### config.mk
export PLATFORM = sky130hd
export DESIGN_NAME = sr_flag_arbiter_flat
export DESIGN_NICKNAME = d
export VERILOG_FILES = /design/src/rtl/sr_flag_arbiter_if.sv /design/src/rtl/sr_flag_arbiter.sv /design/src/flat_wrapper.sv
export SDC_FILE = /design/constraint.sdc
export NUM_CORES = 1
export LEC_CHECK = 0
export ABC_AREA = 1
export CAP_MARGIN = 20
export CORE_ASPECT_RATIO = 0.75
export CORE_MARGIN = 8
export CORE_UTILIZATION = 55
export DETAILED_ROUTE_END_ITERATION = 16
export MAX_ROUTING_LAYER = met4
export PLACE_DENSITY = 0.83
export SYNTH_ARGS = -nofsm -noshare
export SYNTH_HDL_FRONTEND = slang
export SYNTH_SLANG_ARGS = --single-unit
### constraint.sdc
create_clock -name clk -period 5.9 [get_ports clk]
set_input_delay 0.59 -clock clk [delete_from_list [all_inputs] [get_ports clk]]
set_output_delay 0.59 -clock clk [all_outputs]
set_load 0.005 [all_outputs]
### src/rtl/sr_flag_arbiter_if.sv
// Requester and latch-bank signals of the SR flag arbiter.
// The master modport is the requester/bench side; the slave modport is the arbiter.
interface sr_flag_arbiter_if #(
    parameter int NREQ  = 4,
    parameter int NFLAG = 6,
    parameter int IDX_W = 3
);
    logic [NREQ-1:0]       req;
    logic [NREQ-1:0]       op;
    logic [NREQ*IDX_W-1:0] idx;
    logic [NREQ-1:0]       ack;
    logic                  err;
    logic                  busy;
    logic                  lat_en;
    logic [NFLAG-1:0]      lat_s;
    logic [NFLAG-1:0]      lat_r;
    logic [NFLAG-1:0]      q;

    modport master (
        output req, op, idx,
        input  ack, err, busy, lat_en, lat_s, lat_r, q
    );

    modport slave (
        input  req, op, idx,
        output ack, err, busy, lat_en, lat_s, lat_r, q
    );
endinterface

### src/rtl/sr_flag_arbiter.sv
// Round-robin arbiter that serialises set/clear requests onto a bank of
// NAND-style SR latches (active-low s/r) and keeps a registered mirror of their states.
module sr_flag_arbiter #(
    parameter int NREQ      = 4,
    parameter int NFLAG     = 6,
    parameter int IDX_W     = 3,
    parameter int PULSE_CYC = 2
) (
    input  logic              clk,
    input  logic              rst,
    sr_flag_arbiter_if.slave  bus
);

    localparam int PTR_W = (NREQ > 1) ? $clog2(NREQ) : 1;
    localparam int CNT_W = $clog2(PULSE_CYC + 2);
    localparam logic [CNT_W-1:0] CNT_PULSE    = CNT_W'(PULSE_CYC);
    localparam logic [CNT_W-1:0] CNT_INIT_END = CNT_W'(PULSE_CYC + 1);

    typedef enum logic [2:0] {S_INIT, S_IDLE, S_DRIVE, S_GAP, S_ACK} state_t;

    state_t           state_q, state_d;
    logic [CNT_W-1:0] cnt_q, cnt_d;
    logic [PTR_W-1:0] ptr_q, ptr_d;
    logic [PTR_W-1:0] win_q, win_d;
    logic             op_q, op_d;
    logic             bad_q, bad_d;
    logic [NFLAG-1:0] mask_q, mask_d;
    logic [NFLAG-1:0] q_q, q_d;

    logic             lat_en_q, lat_en_d;
    logic [NFLAG-1:0] lat_s_q, lat_s_d;
    logic [NFLAG-1:0] lat_r_q, lat_r_d;
    logic [NREQ-1:0]  ack_q, ack_d;
    logic             err_q, err_d;
    logic             busy_q, busy_d;

    logic [IDX_W-1:0] idx_arr [NREQ];
    logic             found;
    logic [PTR_W-1:0] win;
    logic [PTR_W:0]   sum;
    logic [PTR_W:0]   ptr_sum;
    logic [IDX_W-1:0] idx_sel;
    logic             op_sel;
    logic             bad_sel;
    logic             noop_sel;
    logic [NFLAG-1:0] mask_sel;

    always_comb begin
        for (int i = 0; i < NREQ; i++) begin
            idx_arr[i] = bus.idx[i*IDX_W +: IDX_W];
        end
    end

    // First pending request at or above the pointer, wrapping modulo NREQ.
    always_comb begin
        found = 1'b0;
        win   = '0;
        sum   = '0;
        for (int k = 0; k < NREQ; k++) begin
            sum = {1'b0, ptr_q} + (PTR_W+1)'(k);
            if (sum >= (PTR_W+1)'(NREQ)) sum = sum - (PTR_W+1)'(NREQ);
            if (!found && bus.req[sum[PTR_W-1:0]]) begin
                found = 1'b1;
                win   = sum[PTR_W-1:0];
            end
        end
    end

    always_comb begin
        ptr_sum  = {1'b0, win} + (PTR_W+1)'(1);
        if (ptr_sum >= (PTR_W+1)'(NREQ)) ptr_sum = '0;
        idx_sel  = idx_arr[win];
        op_sel   = bus.op[win];
        bad_sel  = int'(idx_sel) >= NFLAG;
        mask_sel = bad_sel ? '0 : (NFLAG'(1) << idx_sel);
        noop_sel = ((q_q & mask_sel) != '0) == op_sel;
    end

    always_comb begin
        state_d = state_q;
        cnt_d   = cnt_q;
        ptr_d   = ptr_q;
        win_d   = win_q;
        op_d    = op_q;
        bad_d   = bad_q;
        mask_d  = mask_q;
        q_d     = q_q;
        case (state_q)
            S_INIT: begin
                if (cnt_q == CNT_INIT_END) begin
                    state_d = S_IDLE;
                    cnt_d   = '0;
                end else begin
                    cnt_d = cnt_q + CNT_W'(1);
                end
            end
            S_IDLE: begin
                if (found) begin
                    win_d   = win;
                    op_d    = op_sel;
                    bad_d   = bad_sel;
                    mask_d  = mask_sel;
                    ptr_d   = ptr_sum[PTR_W-1:0];
                    if (bad_sel || noop_sel) begin
                        state_d = S_ACK;
                    end else begin
                        state_d = S_DRIVE;
                        cnt_d   = CNT_W'(1);
                    end
                end
            end
            S_DRIVE: begin
                if (cnt_q == CNT_PULSE) begin
                    state_d = S_GAP;
                    cnt_d   = '0;
                end else begin
                    cnt_d = cnt_q + CNT_W'(1);
                end
            end
            S_GAP: begin
                state_d = S_ACK;
                q_d     = op_q ? (q_q | mask_q) : (q_q & ~mask_q);
            end
            S_ACK: begin
                state_d = S_IDLE;
            end
            default: begin
                state_d = S_INIT;
                cnt_d   = '0;
            end
        endcase
    end

    // Outputs are decoded from the next state so every port comes straight from a flop.
    always_comb begin
        lat_en_d = 1'b0;
        lat_s_d  = '1;
        lat_r_d  = '1;
        ack_d    = '0;
        err_d    = 1'b0;
        busy_d   = 1'b1;
        case (state_d)
            S_INIT: begin
                if (cnt_d != '0) lat_r_d = '0;
                if (cnt_d != '0 && cnt_d <= CNT_PULSE) lat_en_d = 1'b1;
            end
            S_IDLE: busy_d = 1'b0;
            S_DRIVE, S_GAP: begin
                lat_en_d = (state_d == S_DRIVE);
                if (op_d) lat_s_d = ~mask_d;
                else      lat_r_d = ~mask_d;
            end
            S_ACK: begin
                ack_d = NREQ'(1) << win_d;
                err_d = bad_d;
            end
            default: ;
        endcase
    end

    always_ff @(posedge clk) begin
        if (rst) begin
            state_q  <= S_INIT;
            cnt_q    <= '0;
            ptr_q    <= '0;
            q_q      <= '0;
            lat_en_q <= 1'b0;
            lat_s_q  <= '1;
            lat_r_q  <= '1;
            ack_q    <= '0;
            err_q    <= 1'b0;
            busy_q   <= 1'b1;
        end else begin
            state_q  <= state_d;
            cnt_q    <= cnt_d;
            ptr_q    <= ptr_d;
            q_q      <= q_d;
            lat_en_q <= lat_en_d;
            lat_s_q  <= lat_s_d;
            lat_r_q  <= lat_r_d;
            ack_q    <= ack_d;
            err_q    <= err_d;
            busy_q   <= busy_d;
        end
    end

    always_ff @(posedge clk) begin
        win_q  <= win_d;
        op_q   <= op_d;
        bad_q  <= bad_d;
        mask_q <= mask_d;
    end

    assign bus.lat_en = lat_en_q;
    assign bus.lat_s  = lat_s_q;
    assign bus.lat_r  = lat_r_q;
    assign bus.ack    = ack_q;
    assign bus.err    = err_q;
    assign bus.busy   = busy_q;
    assign bus.q      = q_q;

endmodule

### src/flat_wrapper.sv
// flat-port wrapper written by rule: the top's interface ports become plain ports
module sr_flag_arbiter_flat 
#(
    parameter int NREQ      = 4,
    parameter int NFLAG     = 6,
    parameter int IDX_W     = 3,
    parameter int PULSE_CYC = 2
)
  (clk, rst, bus_req, bus_op, bus_idx, bus_ack, bus_err, bus_busy, bus_lat_en, bus_lat_s, bus_lat_r, bus_q);
  sr_flag_arbiter_if #(.NREQ(NREQ), .NFLAG(NFLAG), .IDX_W(IDX_W)) bus_i ();
  input  logic clk;
  input  logic rst;
  input wire logic [$bits(bus_i.req)-1:0] bus_req;
  input wire logic [$bits(bus_i.op)-1:0] bus_op;
  input wire logic [$bits(bus_i.idx)-1:0] bus_idx;
  output wire logic [$bits(bus_i.ack)-1:0] bus_ack;
  output wire logic [$bits(bus_i.err)-1:0] bus_err;
  output wire logic [$bits(bus_i.busy)-1:0] bus_busy;
  output wire logic [$bits(bus_i.lat_en)-1:0] bus_lat_en;
  output wire logic [$bits(bus_i.lat_s)-1:0] bus_lat_s;
  output wire logic [$bits(bus_i.lat_r)-1:0] bus_lat_r;
  output wire logic [$bits(bus_i.q)-1:0] bus_q;
  assign bus_i.req = bus_req;
  assign bus_i.op = bus_op;
  assign bus_i.idx = bus_idx;
  assign bus_ack = bus_i.ack;
  assign bus_err = bus_i.err;
  assign bus_busy = bus_i.busy;
  assign bus_lat_en = bus_i.lat_en;
  assign bus_lat_s = bus_i.lat_s;
  assign bus_lat_r = bus_i.lat_r;
  assign bus_q = bus_i.q;
  sr_flag_arbiter #(.NREQ(NREQ), .NFLAG(NFLAG), .IDX_W(IDX_W), .PULSE_CYC(PULSE_CYC)) u_core (.clk(clk), .rst(rst), .bus(bus_i));
endmodule
==> qor.txt <==
Design Area, Final: 2920 sq um
Post-Syn Area: 2310 sq um
Syn avg cell area: 7.26 sq um
Total GRT Usage: 0.174
Clk Latency, worst-skew pair: 0.30 ns
Hold Slack: 0.492 ns
Vias per inst: 5.13
Max transition margin: 0.546
CTS Hold Buffers Added: 0
Initial DRC Count: 129
Clk buf depth: 2
IO buf count: 46
TritonRoute pass-1 iters: 4
Power per cell area: 411 nW/um^2
Fmax: 277 MHz
Fill cells: 352
Vias in the first global route: 1,994
Register Area: 841 sq um
Worst EP required: 6.15 ns
Ys Warns: 0
Leakage: 0.00131 uW
Root Buffer: clkbuf_8
Remaining Overflow, GRT: 0
Commonest non-fill, non-tap cell in the layout: nand2_1
Max Clock Skew: 0.00702 ns
Most frequent cells in the layout: nand2_1, clkdlybuf4s50_1, dfxtp_1
Crit path DAT: 3.85 ns
Dpl hpwl: 4260 um
CTS buffer count: 5
Io pins: 47
Rows: 20
CP Class: reg -> reg
Share of synthesized registers carrying an async set or reset: 0
Clock Pin Slew Worst Setup and Hold Paths: 0.08 ns
Cell accounting for the most synthesized area: dfxtp_1
RSZ-0062 raised after global routing: false
Worst vdd ir: 0.000237 V
# diodes: 0
Pwr Total: 1200 uW
Max Slew Vio Count: 0
Worst Tran Pin Value: 0.673 ns
Ys flop type: dfxtp_1
Final setup fails: 0
Yosys cell types: 30
Core area: 4050 sq um
Critical path capture point type: flop
CTS tree: built
Detailed-route wire length: 5520 um
Syn nets: 346
Worst hold-check path type: reg -> reg
Startpoint Class: flop
Yosys reg bits: 42
Clk sink count: 42
Final Util: 0.719
Area Growth Syn to Fin: 26.0%
CP max FO: 11
DRC: 0
Post-synthesis sequential area ratio: 0.363
Cells after synthesis: 319
H-tree levels: 2
Placed inst area: 2800 sq um
Area of the multi-input gates: 1280 sq um
Hold Violations, Final: 0
Final net count: 394
Setup TNS Final: 0 ns
Maxcap violations: 0
Post-CTS setup buffers: 0
Final Cycle Share: 0.611
Chip width: 90.9 um
Status: finished clean
Die area: 6560 sq um
Initial antenna violation count: 0
Synth area leaders: dfxtp_1, nand2_1, a21oi_1
Final ANT Viol Nets: 0
Share of layout cells above drive strength 1: 0.160
Resized Gates After CTS: 0
First-pass GRT wire length: 9140 um
GP Congestion: 0.875
Routed vias: 2,172
Routed WL per cell: 13.1 um
Largest net degree at the start of global routing: 19
Chip height: 72.2 um
Share of the synthesized area in the top cell type: 0.363
Starting density of the core: 0.571
Post-synth EDFFs: 0
Minimum clock period: 3.60 ns
## cells by family after synthesis
logic type	after synthesis	synth area share
and+or+nand+nor	186	0.425
buffers and inverters	45	0.0827
DFF	42	0.363
AOI/OAI and AO/OA	41	0.102
adders and majority gates	5	0.0270
## cell usage after synthesis (5+ instances only)
cell and count:
a21oi_1 24, dfxtp_1 42, ha_1 5, inv_1 32, inv_2 6, nand2_1 88
nand2_2 12, nand2_4 8, nand3_1 22, nand3_2 9, nor2_1 20, nor2_2 7
nor3_1 8, o21ai_0 6
## area by class of cell
type                       instances  area share
multi-input combinational        232       0.440
sequential                        42       0.288
timing repair buffer              47       0.160
inverter                          39      0.0502
clock buffer                       5      0.0236
tap                               55      0.0236
clock inverter                     3      0.0150
## worst max-delay path, stage by stage (launching register included)
cell      delay, ns
dfxtp_1        0.60
inv_2          0.17
nand2_1        0.14
nand2_4        0.09
nand2_1        0.06
nand2_1        0.08
a21oi_2        0.14
nand2_2        0.12
nand2_2        0.24
clkinv_1       0.18
nand2_1        0.11
nand3_2        0.08
nand2_4        0.10
nor2_2         0.05
nand3_1        0.06
nand2_1        0.06
nor2_2         0.12
nand2_1        0.08
nand2_2        0.08
nand4_1        0.11
nand3_1        0.10
nand2_1        0.05
a21oi_1        0.21
ha_1           0.34
a21oi_1        0.13
nand2_1        0.07
## stage by stage
step	std cells	worst slack, ns
floorplan	319	2.98
global placement	414	2.14
detailed placement	415	2.05
CTS	423	2.34
global route	423	1.86
finish	423	2.30
## layer usage
layer,global-route usage,routed length [um]
met5,-,0
met4,0.0542,38
met3,0.0320,267
met2,0.292,2660
met1,0.211,2560
## path summary, 6_finish.rpt
kind,from,end,slack [ns],cells past startpoint
max reg2reg,u_core.ptr_q[0]$_SDFFE_PP0P_,u_core.bus.lat_r[2]$_SDFF_PP1_,2.30,25
max,u_core.ptr_q[0]$_SDFFE_PP0P_,u_core.bus.lat_r[2]$_SDFF_PP1_,2.30,25
min,u_core.mask_q[5]$_DFF_P_,flop,0.49,2
min reg2reg,u_core.mask_q[5]$_DFF_P_,flop,0.49,2
## where the power goes
group | switching [uW] | leakage [uW] | internal, uW | total (uW)
registers | 38.4 | 0.000344 | 347 | 385
logic | 365 | 0.000907 | 221 | 586
clock network | 101 | 0.0000585 | 127 | 227
total | 504 | 0.00131 | 694 | 1200
(Power assumes the default switching activity.)
